--- src/rtl/cargador_serial.sv ---
// Bit-serial operand loader for red_iterativa: shifts A/B in LSB first,
// presents the words for one settle cycle, then captures N/Z and pulses done.
module cargador_serial #(
    parameter int K = 4
) (
    input  logic         clk,
    input  logic         reset,
    input  logic         start,
    input  logic         bit_valid,
    input  logic         a_in,
    input  logic         b_in,
    output logic [K-1:0] A_out,
    output logic [K-1:0] B_out,
    input  logic [K-1:0] N_in,
    input  logic         Z_in,
    output logic [K-1:0] N_res,
    output logic         Z_res,
    output logic         busy,
    output logic         done
);

    localparam int CW = $clog2(K + 1);

    typedef enum logic [1:0] {
        IDLE    = 2'd0,
        LOAD    = 2'd1,
        PRESENT = 2'd2,
        DONE    = 2'd3
    } state_t;

    state_t        state;
    state_t        state_n;
    logic [K-1:0]  a_sh;
    logic [K-1:0]  b_sh;
    logic [CW-1:0] cnt;
    logic          last_bit;

    assign last_bit = (cnt == CW'(K - 1));

    always_comb begin
        state_n = state;
        unique case (state)
            IDLE:    if (start) state_n = LOAD;
            LOAD:    if (bit_valid && last_bit) state_n = PRESENT;
            PRESENT: state_n = DONE;
            DONE:    state_n = IDLE;
            default: state_n = IDLE;
        endcase
    end

    always_ff @(posedge clk) begin
        if (reset) begin
            state <= IDLE;
            a_sh  <= '0;
            b_sh  <= '0;
            cnt   <= '0;
            N_res <= '0;
            Z_res <= 1'b0;
        end else begin
            state <= state_n;
            unique case (state)
                IDLE: begin
                    if (start) begin
                        a_sh <= '0;
                        b_sh <= '0;
                        cnt  <= '0;
                    end
                end
                LOAD: begin
                    if (bit_valid) begin
                        a_sh <= {a_in, a_sh[K-1:1]};
                        b_sh <= {b_in, b_sh[K-1:1]};
                        cnt  <= cnt + CW'(1);
                    end
                end
                // Words have been stable for a full cycle; network is settled.
                PRESENT: begin
                    N_res <= N_in;
                    Z_res <= Z_in;
                end
                default: ;
            endcase
        end
    end

    assign A_out = a_sh;
    assign B_out = b_sh;
    assign busy  = (state == LOAD) || (state == PRESENT);
    assign done  = (state == DONE);

endmodule

--- config.mk ---
export PLATFORM = sky130hd
export DESIGN_NAME = cargador_serial
export DESIGN_NICKNAME = d
export VERILOG_FILES = /design/src/rtl/cargador_serial.sv
export SDC_FILE = /design/constraint.sdc
export NUM_CORES = 1
export LEC_CHECK = 0
export CAP_MARGIN = 10
export CORE_ASPECT_RATIO = 1.4
export CORE_MARGIN = 3
export CORE_UTILIZATION = 40
export DETAILED_ROUTE_END_ITERATION = 12
export DONT_BUFFER_PORTS = 1
export PLACE_DENSITY = 0.6
export SKIP_CTS_REPAIR_TIMING = 1
export SYNTH_ARGS = -nofsm -noshare
export SYNTH_HDL_FRONTEND = slang
export SYNTH_SLANG_ARGS = --single-unit
--- constraint.sdc ---
create_clock -name clk -period 2.4 [get_ports clk]
set_input_delay 0 -clock clk [delete_from_list [all_inputs] [get_ports clk]]
set_output_delay 0 -clock clk [all_outputs]
set_load 0.005 [all_outputs]
Word level (Yosys, flattened, before mapping). Cells that the tools add are included.

Add/subtract/negate cells: 1. Multiplexer cells: 11. Reductions and logical operators: 6. Eq/ne operators: 7.

Operator list (count): one-hot mux 4 bit (2 select lines) (2); two-way mux 4 bit (3); one-hot mux 2 bit (4 select lines) (1); two-way mux 3 bit (2); != test 2 bit (second input constant) (3); one-hot mux 3 bit (2 select lines) (1); == test 2 bit (second input constant) (2); two-way mux 2 bit (2); adder 3 x 1 -> 3 bit (second input constant) (1); == test 3 x 2 -> 1 bit (second input constant) (1); AND reduction 3 bit (1); == test 2 x 1 -> 1 bit (second input constant) (1); zero test 2 bit (1); AND reduction 2 bit (1); nonzero test 2 bit (1); logical AND 1 bit (1); logical OR 1 bit (1).

Output and inout bits: 15. Logic and storage cells: 31. Input bits: 11. Register bits after elaboration: 18.

Logic depth before layout (Yosys ltp). Gate-level depths: netlist of the first run.

Word-level depth: 4. Mapped depth: 5. Depth with buffers taken out: 5.

Least setup slack after synthesis of the first run. Ideal clock, no wire load.

Path type: reg2reg. Start point: register state[0]. End point: register a_sh[3], in the netlist A_out[3]. Arrival: 1173 ps. Cell stages (with the launch flop): 6. Library setup time: 131 ps. Buffers on the path: 0. Slack: 1096 ps. Clock period less this slack: 1304 ps. Data required time: 2269 ps. Path through: dfxtp_1 inv_1 ha_1 and2b_1 nor2_4 o32ai_1.

Word-level cells in the longest chain between the ends: 3. Elaborated cells between the ends (all ways): 7. Those cells by class: eq/ne: 3; mux: 1; reduce/logical: 3.

RTL lines: from (decl) (RTL line 31) `state_t state;`; from (signal assigned) (RTL line 60) `state <= state_n;`; == test 2 x 1 -> 1 bit / zero test 2 bit (equally long branches) (RTL line 61) `unique case (state)`; != test 2 bit (no line) / nonzero test 2 bit (equally long branches); AND reduction 3 bit (no line); to (signal assigned) (RTL line 71) `a_sh <= {a_in, a_sh[K-1:1]};`; to (decl) (RTL line 33) `logic [K-1:0] a_sh;`.

Several ways; a longest one is shown, not always the timed one. A chain may end at the register's enable or synchronous reset.

Worst setup path in the final report of the first run.
Start point: register state[0]. End point: register cnt[0].

Word-level cells in the longest chain between the ends: 3. Elaborated cells between the ends (all ways): 7. Those cells by class: eq/ne: 3; mux: 1; reduce/logical: 3.

RTL lines: == test 2 x 1 -> 1 bit / zero test 2 bit (equally long branches) (RTL line 61); != test 2 bit (no line) / nonzero test 2 bit (equally long branches); AND reduction 3 bit (no line); to (signal assigned) (RTL line 73) `cnt <= cnt + CW'(1);`; to (decl) (RTL line 35) `logic [CW-1:0] cnt;`.

Several ways; a longest one is shown, not always the timed one.

==> impl_results.md, run 1 <==
- Result of the run: complete, no violations
- Cell Count Post-Placement: 97
- Sum Neg Setup Slack: 0 ns
- Clock transition at the registers of the reported paths: around 0.11 ns
- Largest net degree at the start of global routing: 24
- Estimated wirelength of the detail-placed design: around 1100 um
- Mapped Cells: 80
- CTS tree: built
- Number of iterations in the first detailed-routing pass: 4
- Worst skew pair latency: approximately 0.29 ns
- Initial cell density of the core: roughly 44%
- Worst VDD drop: about 0.54 mV
- P_leak: 0.000353 uW
- GPL Wtd Cong: ~0.72
- Per-cell via count in the routed design: ~5.5
- Worst Max-Slew Pin Slew: ~0.78 ns
- Shortest clock period the worst path allows after layout: a little over 2 ns
- Startpoint-to-endpoint class of the critical path: flip-flop to flip-flop
- Post-synth design cell area: approximately 810 um^2
- Global-route wire length before repair: 2440 um
- Xor and xnor area share after synthesis: 0%
- Number of primary I/O pins: 26
- Number of remaining DRC errors: 0
- Synthesized-area fraction occupied by ao, oa, aoi and oai cells: 16.4%
- Area growth from synthesis to layout: 18.4%
- Number of hold violations in the final report: 0
- Share of layout cells above drive strength 1: 9.89%
- Sequence of cells on the critical path: inv_1 > ha_1 > and2b_1 > nor2_4 > a211oi_2 > dlygate4sd3_1
- Number of maximum-capacitance constraint violations: 0
- Library cells used by synthesis: 24
- Tightest hold margin: about 0.043 ns
- Count of routing violations after the opening detailed-route iteration: 11
- Number of global-route vias before repair: ~560
- Achievable frequency: ~0.48 GHz
- Worst Path Max Fanout: 10
- Wire per inst: approximately 15 um
- Final cycle utilization of the critical path: just under 90%
- Total number of placement rows: 18
- Number of setup violations in the final report: 0
- Worst clock skew: about 0.0026 ns
- Die ar.: around 2600 um^2
- Critical path arrival: ~2.3 ns
- Slowest stage cell on the critical path: dlygate4sd3_1
- Max-slew violation count: 0
- Inserted Clock Buffers: 3
- Total via count after detailed routing: 605
- Hold/Removal Path Class: input port to flip-flop
- Initial antenna violation count: 0
- Setup crit start kind: flip-flop
- Buffers on Ports: 0
- Final routed wirelength across all metal layers: approximately 1600 um
- Delay of the slowest cell on the worst path: between 0.5 and 0.6 ns
- Die width: 44.0 um
- Setup repair after global routing missed its margin: no
- CP endpoint kind: flip-flop
- Net count after synthesis: 98
- Cell area power density: approximately 960 nW/um^2
- Residual antenna-violating net count after detailed routing: 0
- Level count of the clock H-tree: 1
- Deepest clock path buffer count: 2
- Adder-cell share of the synthesized area: a little over a tenth
- Synthesized flop and latch total: 18
- Count of clock tree sinks: 18
- Data required time at the worst endpoint: about 2.6 ns
- GRT Total Usage: between 10% and 20%
- Count of warnings emitted by yosys: 0
- Layout Nets: 110
- Gr ovfl total: 0
- Share of synthesized area spent on multiplexers: 7.91%
- ANT cells: 0
- Simple-gate share of the synthesized area: 14.9%
- Sequential element share of the synthesized area: between 40% and 50%
- Die span in y: a little under 60 um
- Combinational family with the most area after synthesis: compound AO/OA/AOI/OAI gates
- Root Buffer: clkbuf_4
- Final core area utilization: 51.8%
- Avg Inst Size Synth: slightly above 10 um^2
- Number of standard cells in the layout, taps in and fillers out: approximately 110
- Tightest slew margin relative to the limit: roughly 48%
- Core Region: 1850 um^2
==> cell families (layout without fill, tap and decap cells) <==
| kind of cell | count (synthesis) | after routing |
|---|---|---|
| flops | 18 | 18 |
| simple gates | 20 | 20 |
| mux | 6 | 6 |
| compound gates | 18 | 18 |
| buf+inv | 11 | 22 |
| fa+ha+maj | 7 | 7 |
==> placed cells by master (no fill, tap or decap) <==
cell type,count
clkbuf_8,1
nand2b_1,7
o41ai_1,2
or2_2,1
nor2_1,6
dlygate4sd3_1,10
mux2i_2,1
o21ai_0,3
ha_1,7
inv_1,8
dfxtp_1,18
and2b_1,1
a21oi_1,1
a31oi_1,1
o22ai_1,4
nand3_2,1
nand4_1,1
mux2i_1,5
a211oi_2,1
nor2b_1,2
nor2_4,1
a21boi_0,1
clkbuf_4,3
o32ai_1,5
==> layer usage <==
metal / routed length [um] / track usage [%] / up-vias
met3: 107 / 3.65 / 2
met2: 785 / 20.4 / 23
met4: 13 / 6.47 / 0
met5: 0 / 0 / -
li1: - / - / 303
met1: 717 / 14.8 / 277
==> synthesized netlist by cell type, drive strengths merged <==
cell type / n / area, um^2
buf: 2 / 8.75
nand4: 1 / 6.26
a31oi: 1 / 6.26
o21ai: 3 / 15.0
inv: 8 / 30.0
nand2b: 7 / 43.8
or2: 1 / 6.26
nor2: 7 / 33.8
a21oi: 1 / 5.00
clkbuf: 1 / 3.75
o22ai: 4 / 25.0
a21boi: 1 / 7.51
nand3: 1 / 10.0
o32ai: 5 / 43.8
o41ai: 2 / 17.5
nor2b: 2 / 12.5
dfxtp: 18 / 360
ha: 7 / 87.6
and2b: 1 / 7.51
a211oi: 1 / 12.5
mux2i: 6 / 63.8
==> power breakdown <==
part           internal [uW]  switching (uW)  total, uW
Clock                   92.3            95.1        187
Combinational            146             214        360
Sequential               338            35.3        373
Total                    575             345        920
==> worst paths after layout <==
check / startpoint / to / slack, ns / cells after the start
setup / recovery: state[0]$_SDFFE_PP0P_ / cnt[0]$_SDFFE_PP0P_ / 0.32 / 6
hold / removal: bit_valid / cnt[1]$_SDFFE_PP0P_ / 0.04 / 3
setup reg to reg: state[0]$_SDFFE_PP0P_ / cnt[0]$_SDFFE_PP0P_ / 0.32 / 6
hold reg to reg: cnt[2]$_SDFFE_PP0P_ / cnt[2]$_SDFFE_PP0P_ / 0.50 / 2
==> layout make-up <==
cell class | instances | area [um^2]
Clock buffer | 4 | 36.3
Fill cell | 176 | 891
Inverter | 8 | 30.0
Multi-Input combinational cell | 51 | 404
Sequential cell | 18 | 360
Tap cell | 20 | 25.0
Timing Repair Buffer | 10 | 100
==> flip-flops by register name (all words and copies together) (netlist names) <==
name,count
cnt,3
N_res,4
state,2
B_out,4
Z_res,1
A_out,4
==> stage by stage <==
| stage | setup WS, ns | cell area (um^2) | power, uW |
|---|---|---|---|
| final | 0.324 | 956 | 920 |
| after global routing | 0.253 | 956 | 988 |
| after CTS | 0.861 | 856 | 906 |
| after detailed placement | 0.886 | 820 | 715 |
| after global placement | 0.923 | 820 | 704 |
| after floorplan | 1.10 | 807 | 653 |
==> worst max-delay path: cells and delay by family, from the launching register on <==
kind            cells  cell delay, ns
fa+ha+maj           1            0.24
flops               1            0.41
buf+inv             2            0.69
compound gates      1            0.10
simple gates        2            0.53
(Power assumes the default switching activity.)
==> run 2, diff against run 1 <==
--- a/config.mk
+++ b/config.mk
@@ -9,10 +9,12 @@
 export CORE_ASPECT_RATIO = 1.4
 export CORE_MARGIN = 3
 export CORE_UTILIZATION = 40
+export CTS_BUF_LIST = sky130_fd_sc_hd__clkbuf_2
 export DETAILED_ROUTE_END_ITERATION = 12
 export DONT_BUFFER_PORTS = 1
 export PLACE_DENSITY = 0.6
 export SKIP_CTS_REPAIR_TIMING = 1
+export SKIP_LAST_GASP = 1
 export SYNTH_ARGS = -nofsm -noshare
 export SYNTH_HDL_FRONTEND = slang
 export SYNTH_SLANG_ARGS = --single-unit
==> constraint.sdc (replaced) <==
create_clock -name clk -period 2.4 [get_ports clk]
set_input_delay 0 -clock clk [delete_from_list [all_inputs] [get_ports clk]]
set_output_delay 0 -clock clk [all_outputs]
set_load 0.1 [all_outputs]
==> run 2 against run 1 <==
Net effect:
- the run now ends with hold timing left
- wire length increased by 2.6%
- register-to-register slack improved by 0.25 ns
- worst hold slack got worse by 0.059 ns
- sequential power decreased by 3%
- utilization increased by 4.6 points
- clock power decreased by 29%
- via count increased by 9.1%
- critical path depth decreased by 1
- die area unchanged
- combinational power increased by 88%
- design area increased by 8.9%
- critical path type unchanged
==> impl_results.md, run 2 (synthesis gave the netlist of run 1 again) <==
- Result of the run: complete, but fails checks (was complete, no violations)
- Violated checks: hold timing
- Internal power: 560 uW (was 575 uW)
- Die span in y: 59.1 um (unchanged)
- Buffers on Ports: 0 (unchanged)
- Setup crit start kind: flip-flop (unchanged)
- Number of remaining DRC errors: 0 (unchanged)
- Portion of total power attributed to combinational logic: 57.9% (was 39.1%)
- Residual antenna-violating net count after detailed routing: 0 (unchanged)
- Crit. Startpoint: state[0]$_SDFFE_PP0P_ (unchanged)
- Final cycle utilization of the critical path: 75.9% (was 86.5%)
- Number of global-route vias before repair: 600 (was 558)
- Critical path's top delay family: buffers and inverters (unchanged)
- Inserted Clock Buffers: 3 (unchanged)
- Setup repair after global routing missed its margin: no (unchanged)
- Worst min-delay path startpoint: bit_valid (unchanged)
- Final routed wirelength across all metal layers: 1670 um (was 1620 um)
- Level count of the clock H-tree: 1 (unchanged)
- Depth of the worst register-to-register path: 5 (was 6)
- Count of clock tree sinks: 18 (unchanged)
- Crit Reg-Reg Endpoint: Z_res$_SDFFE_PP0P_ (was cnt[0]$_SDFFE_PP0P_)
- Gr ovfl total: 0 (unchanged)
- Initial cell density of the core: 43.7% (unchanged)
- Deepest clock path buffer count: 2 (unchanged)
- Total via count after detailed routing: 660 (was 605)
- Launch point of the worst reg-to-reg path: state[0]$_SDFFE_PP0P_ (unchanged)
- Area growth from synthesis to layout: 29.0% (was 18.4%)
- Number of primary I/O pins: 26 (unchanged)
- Shortest clock period the worst path allows after layout: 1.82 ns (was 2.08 ns)
- Clock network fraction of total power: 11.3% (was 20.4%)
- GRT Total Usage: 12.2% (was 12.6%)
- Achievable frequency: 0.549 GHz (was 0.482 GHz)
- Sequence of cells on the critical path: inv_1 > ha_1 > mux2i_1 > nor2_1 > dlygate4sd3_1 (was inv_1 > ha_1 > and2b_1 > nor2_4 > a211oi_2 > dlygate4sd3_1)
- Estimated wirelength of the detail-placed design: 1160 um (was 1060 um)
- Worst clock skew: 0.00101 ns (was 0.00257 ns)
- Switching power as a share of total power: 52.2% (was 37.5%)
- Root Buffer: clkbuf_2 (was clkbuf_4)
- Layout filler cell count: 166 (was 176)
- Sum Neg Setup Slack: 0 ns (unchanged)
- Number of setup violations in the final report: 0 (unchanged)
- Share of layout cells above drive strength 1: 21.9% (was 9.89%)
- Wire per inst: 13.3 um (was 14.6 um)
- Worst skew pair latency: 0.30 ns (was 0.29 ns)
- Number of iterations in the first detailed-routing pass: 3 (was 4)
- Data required time at the worst endpoint: 2.62 ns (was 2.59 ns)
- Die ar.: 2600 um^2 (unchanged)
- Most frequent cells in the layout: dfxtp_1, buf_4, dlygate4sd3_1, inv_1 (was dfxtp_1, dlygate4sd3_1, inv_1, nand2b_1, ha_1)
- Worst Path Max Fanout: 6 (was 10)
- Cells on Worst Hold Path: 2 (was 3)
- Number of maximum-capacitance constraint violations: 0 (unchanged)
- Hold/Removal Path Class: input port to flip-flop (unchanged)
- Per-cell via count in the routed design: 5.28 (was 5.45)
- Reg power frac: 30.9% (was 40.5%)
- CP Depth: 5 (was 6)
- P_leak: 0.000423 uW (was 0.000353 uW)
- Initial antenna violation count: 0 (unchanged)
- GPL Wtd Cong: 0.714 (was 0.724)
- R2R Setup Slk: 0.58 ns (was 0.32 ns)
- Leading cell type in the layout, fill and taps excluded: dfxtp_1 (unchanged)
- Total number of placement rows: 18 (unchanged)
- Cell area power density: 1130 nW/um^2 (was 963 nW/um^2)
- Die width: 44.0 um (unchanged)
- ANT cells: 0 (unchanged)
- Final core area utilization: 56.4% (was 51.8%)
- CP endpoint kind: flip-flop (unchanged)
- Number of hold violations in the final report: 2 (was 0)
- Max-slew violation count: 0 (unchanged)
- Largest net degree at the start of global routing: 24 (unchanged)
- Layout Nets: 124 (was 110)
- WP buf/inv: 2 (unchanged)
- Startpoint-to-endpoint class of the critical path: flip-flop to flip-flop (unchanged)
- Count of routing violations after the opening detailed-route iteration: 16 (was 11)
- Core Region: 1850 um^2 (unchanged)
- Global-route wire length before repair: 2350 um (was 2440 um)
- Slowest stage cell on the critical path: dlygate4sd3_1 (unchanged)
- Tightest hold margin: -0.0159 ns (was 0.0429 ns)
- Delay of the slowest cell on the worst path: 0.58 ns (about the same)
- Destination of the worst hold path: cnt[0]$_SDFFE_PP0P_ (was cnt[1]$_SDFFE_PP0P_)
- Switch Pwr: 612 uW (was 345 uW)
- Worst Max-Slew Pin Slew: 0.734 ns (was 0.783 ns)
- Tightest slew margin relative to the limit: 50.9% (was 47.6%)
- Worst VDD drop: 0.741 mV (was 0.544 mV)
- Critical path arrival: 2.04 ns (was 2.27 ns)
- Clock transition at the registers of the reported paths: 0.17 ns (was 0.11 ns)
- CTS tree: built (unchanged)
-- run 2: worst max path at each step --
stage | end
detailed placement | A_out[3]$_SDFFE_PP0P_
global route | Z_res$_SDFFE_PP0P_
global placement | B_out[3]$_SDFFE_PP0P_
CTS | A_out[3]$_SDFFE_PP0P_
finish | Z_res$_SDFFE_PP0P_
floorplan | state[1]$_SDFFE_PP0P_
-- run 2: power groups by stage --
| stage | logic (uW) | clock network [uW] | registers, uW |
|---|---|---|---|
| final | 678 | 132 | 362 |
| after global routing | 721 | 149 | 366 |
| after CTS | 659 | 141 | 362 |
| after detailed placement | 658 | 0 | 368 |
| after global placement | 646 | 0 | 367 |
| after floorplan | 424 | 0 | 500 |
-- run 2: area by class of cell --
type | count | area, um^2 | share of cell area [%]
clock buffers | 3 | 15.0 | 1.44
clock inverters | 1 | 3.75 | 0.361
inverters | 8 | 30.0 | 2.88
multi-input cells | 51 | 404 | 38.8
flip-flops and latches | 18 | 360 | 34.6
well taps | 20 | 25.0 | 2.40
repair buffers | 24 | 203 | 19.5
-- run 2: metrics by stage --
stage | std cells | instance area (um^2) | setup WS [ns] | total power (uW)
after global placement | 112 | 932 | 0.931 | 1010
after detailed placement | 112 | 932 | 0.889 | 1030
after floorplan | 80 | 807 | 0.610 | 924
after CTS | 116 | 951 | 0.865 | 1160
final | 125 | 1040 | 0.577 | 1170
after global routing | 125 | 1040 | 0.470 | 1240
-- run 2: metal layers --
metal	part of all wire (%)	vias up	wire length (um)	GRT usage, %
met5	0	-	0	0
met2	51	20	851	22.3
met3	5.3	6	88	2.13
li1	-	333	-	-
met4	2.3	0	39	9.05
met1	41	301	686	11.6
-- run 2: worst reg2reg max path: stages, from the launching register on --
cell and delay [ns]:
dfxtp_1 0.38, inv_1 0.12, ha_1 0.37, mux2i_1 0.24, nor2_1 0.05, dlygate4sd3_1 0.58
==> run 3, diff against run 2 <==
--- a/config.mk
+++ b/config.mk
@@ -12,7 +12,7 @@
 export CTS_BUF_LIST = sky130_fd_sc_hd__clkbuf_2
 export DETAILED_ROUTE_END_ITERATION = 12
 export DONT_BUFFER_PORTS = 1
-export PLACE_DENSITY = 0.6
+export PLACE_DENSITY = 0.62
 export SKIP_CTS_REPAIR_TIMING = 1
 export SKIP_LAST_GASP = 1
 export SYNTH_ARGS = -nofsm -noshare
==> constraint.sdc (replaced) <==
create_clock -name clk -period 1.6 [get_ports clk]
set_input_delay 0 -clock clk [delete_from_list [all_inputs] [get_ports clk]]
set_output_delay 0 -clock clk [all_outputs]
set_load 0.1 [all_outputs]
==> run 3 against run 2 <==
Net effect:
- the flow now finishes without violations
- final cell count did not move
- setup slack got worse by 0.43 ns
- design area rose by 0.48%
- clock power up 42%
- clock-buffer cell count unchanged
- via count increased by 0.91%
- worst hold slack improved by 0.050 ns
- sequential share of layout area decreased by 0.17 points
- wire length fell by 4.4%
- non-clock buffer count unchanged
- flip-flop and latch count unchanged
- register-to-register slack worse by 0.43 ns
- critical endpoint is now A_out[3]$_SDFFE_PP0P_
==> impl_results.md, run 3 (synthesis gave the netlist of run 1 again) <==
- Estimated wirelength of the detail-placed design: 1080 um (was 1160 um)
- Deepest clock path buffer count: 2 (unchanged)
- Gr ovfl total: 0 (unchanged)
- Area used by multi-input combinational logic: 409 um^2 (was 404 um^2)
- Tightest slew margin relative to the limit: 48.8% (was 50.9%)
- Reg power frac: 31.5% (was 30.9%)
- Cells on Worst Hold Path: 3 (was 2)
- Leading cell type in the layout, fill and taps excluded: dfxtp_1 (unchanged)
- Worst clock skew: 0.00528 ns (was 0.00101 ns)
- Total number of placement rows: 18 (unchanged)
- ANT cells: 0 (unchanged)
- Max-slew violation count: 0 (unchanged)
- GRT Total Usage: 11.1% (was 12.2%)
- Routed wire length on met3: 79 um (was 88 um)
- Depth of the worst register-to-register path: 5 (unchanged)
- Switch Pwr: 904 uW (was 612 uW)
- Critical path's top delay family: simple AND/OR/NAND/NOR gates (was buffers and inverters)
- Initial cell density of the core: 43.7% (unchanged)
- Largest net degree at the start of global routing: 24 (unchanged)
- Level count of the clock H-tree: 1 (unchanged)
- P_leak: 0.000419 uW (was 0.000423 uW)
- Share of layout cells above drive strength 1: 23.8% (was 21.9%)
- WL met1: 670 um (was 686 um)
- Worst VDD drop: 1.18 mV (was 0.741 mV)
- Destination of the worst hold path: cnt[1]$_SDFFE_PP0P_ (was cnt[0]$_SDFFE_PP0P_)
- Global-route wire length before repair: 2240 um (was 2350 um)
- Count of routing violations after the opening detailed-route iteration: 8 (was 16)
- Area growth from synthesis to layout: 29.6% (was 29.0%)
- Worst skew pair latency: 0.28 ns (was 0.30 ns)
- Inserted Clock Buffers: 3 (unchanged)
- Initial antenna violation count: 0 (unchanged)
- Tightest hold margin: 0.0340 ns (was -0.0159 ns)
- Clock network fraction of total power: 10.7% (was 11.3%)
- Critical path arrival: 1.63 ns (was 2.04 ns)
- CP Depth: 5 (unchanged)
- Achievable frequency: 0.687 GHz (was 0.549 GHz)
- Delay of the slowest cell on the worst path: 0.42 ns (was 0.58 ns)
- Residual antenna-violating net count after detailed routing: 0 (unchanged)
- Launch point of the worst reg-to-reg path: state[1]$_SDFFE_PP0P_ (was state[0]$_SDFFE_PP0P_)
- Setup crit start kind: flip-flop (unchanged)
- Startpoint-to-endpoint class of the critical path: flip-flop to flip-flop (unchanged)
- Number of hold violations in the final report: 0 (was 2)
- Number of global-route vias before repair: 560 (was 600)
- Sum Neg Setup Slack: 0 ns (unchanged)
- Core Region: 1850 um^2 (unchanged)
- Amount of wire on met2 after detailed routing: 826 um (was 851 um)
- Die span in y: 59.1 um (unchanged)
- Final routed wirelength across all metal layers: 1590 um (was 1670 um)
- Post-Place Worst Slack: 0.144 ns (was 0.889 ns)
- Worst min-delay path startpoint: bit_valid (unchanged)
- Final cycle utilization of the critical path: 91.0% (was 75.9%)
- Cell area power density: 1670 nW/um^2 (was 1130 nW/um^2)
- Shortest clock period the worst path allows after layout: 1.46 ns (was 1.82 ns)
- Slowest stage cell on the critical path: dfxtp_1 (was dlygate4sd3_1)
- Switching power as a share of total power: 51.6% (was 52.2%)
- Number of setup violations in the final report: 0 (unchanged)
- Hold/Removal Path Class: input port to flip-flop (unchanged)
- Highest metal layer with signal wires: met4 (unchanged)
- Per-cell via count in the routed design: 5.33 (was 5.28)
- Layout Nets: 124 (unchanged)
- R2R Setup Slk: 0.14 ns (was 0.58 ns)
- Wire per inst: 12.7 um (was 13.3 um)
- Setup repair after global routing missed its margin: no (unchanged)
- Crit Reg-Reg Endpoint: A_out[3]$_SDFFE_PP0P_ (was Z_res$_SDFFE_PP0P_)
- Storage cell area: 360 um^2 (unchanged)
- Layout filler cell count: 172 (was 166)
- Count of clock tree sinks: 18 (unchanged)
- Number of maximum-capacitance constraint violations: 0 (unchanged)
- Area of placed instances: 935 um^2 (was 932 um^2)
- GPL Wtd Cong: 0.709 (was 0.714)
- Cell Count Post-Placement: 112 (unchanged)
- Internal power: 848 uW (was 560 uW)
- Worst Path Max Fanout: 10 (was 6)
- Data required time at the worst endpoint: 1.77 ns (was 2.62 ns)
- CP endpoint kind: flip-flop (unchanged)
- Total via count after detailed routing: 666 (was 660)
- Result of the run: complete, no violations (was complete, but fails checks)
- Portion of total power attributed to combinational logic: 57.8% (was 57.9%)
- Most frequent cells in the layout: dfxtp_1, buf_4, dlygate4sd3_1, inv_1, nand2b_1 (was dfxtp_1, buf_4, dlygate4sd3_1, inv_1)
- WP buf/inv: 1 (was 2)
- Area of all placed cells without fillers: 1050 um^2 (was 1040 um^2)
- Number of standard cells in the layout, taps in and fillers out: 125 (unchanged)
- Clock transition at the registers of the reported paths: 0.17 ns (about the same)
- Die ar.: 2600 um^2 (unchanged)
- Root Buffer: clkbuf_2 (unchanged)
- Number of remaining DRC errors: 0 (unchanged)
- Buffers on Ports: 0 (unchanged)
- Sequence of cells on the critical path: inv_1 > ha_2 > and2b_1 > nor2_4 > o32ai_1 (was inv_1 > ha_1 > mux2i_1 > nor2_1 > dlygate4sd3_1)
- Setup slack after layout: 0.144 ns (was 0.577 ns)
- Crit. Startpoint: state[1]$_SDFFE_PP0P_ (was state[0]$_SDFFE_PP0P_)
- Number of primary I/O pins: 26 (unchanged)
- Die width: 44.0 um (unchanged)
- Number of iterations in the first detailed-routing pass: 5 (was 3)
- CTS tree: built (unchanged)
- Worst Max-Slew Pin Slew: 0.765 ns (was 0.734 ns)
==> run 3: power groups by stage <==
stage / clock network (uW) / logic, uW / registers (uW)
floorplan: 0 / 650 / 750
global placement: 0 / 976 / 556
detailed placement: 0 / 986 / 559
CTS: 194 / 987 / 550
global route: 209 / 1080 / 560
finish: 187 / 1010 / 551
==> run 3: layout make-up <==
| type | instances | area share [%] |
|---|---|---|
| multi-input cells | 51 | 39.1 |
| flip-flops and latches | 18 | 34.4 |
| repair buffers | 24 | 19.4 |
| inverters | 8 | 2.87 |
| well taps | 20 | 2.39 |
| clock buffers | 3 | 1.44 |
| clock inverters | 1 | 0.359 |
==> run 3: worst max path at each step <==
stage,to,slack (ns)
2_1_floorplan,state[1]$_SDFFE_PP0P_,0.04
3_3_place_gp,A_out[0]$_SDFFE_PP0P_,0.17
3_5_place_dp,A_out[0]$_SDFFE_PP0P_,0.14
4_1_cts,A_out[0]$_SDFFE_PP0P_,0.11
5_1_grt,A_out[3]$_SDFFE_PP0P_,0.03
6_report,A_out[3]$_SDFFE_PP0P_,0.14
==> run 3: routing by layer <==
| metal | up-vias | track usage [%] |
|---|---|---|
| met5 | - | 0 |
| met4 | 0 | 5.60 |
| met2 | 16 | 19.4 |
| met3 | 2 | 1.82 |
| met1 | 315 | 12.8 |
| li1 | 333 | - |
==> run 3: stage by stage <==
stage,utilization [%],power [uW]
floorplan,-,1400
global placement,50.6,1530
finish,56.6,1750
global route,56.6,1850
detailed placement,50.6,1540
CTS,51.6,1730
==> run 3: tightest hold or removal path, stage by stage <==
cell and delay [ns]:
mux2i_2 0.06, o21ai_0 0.16, a21oi_1 0.06
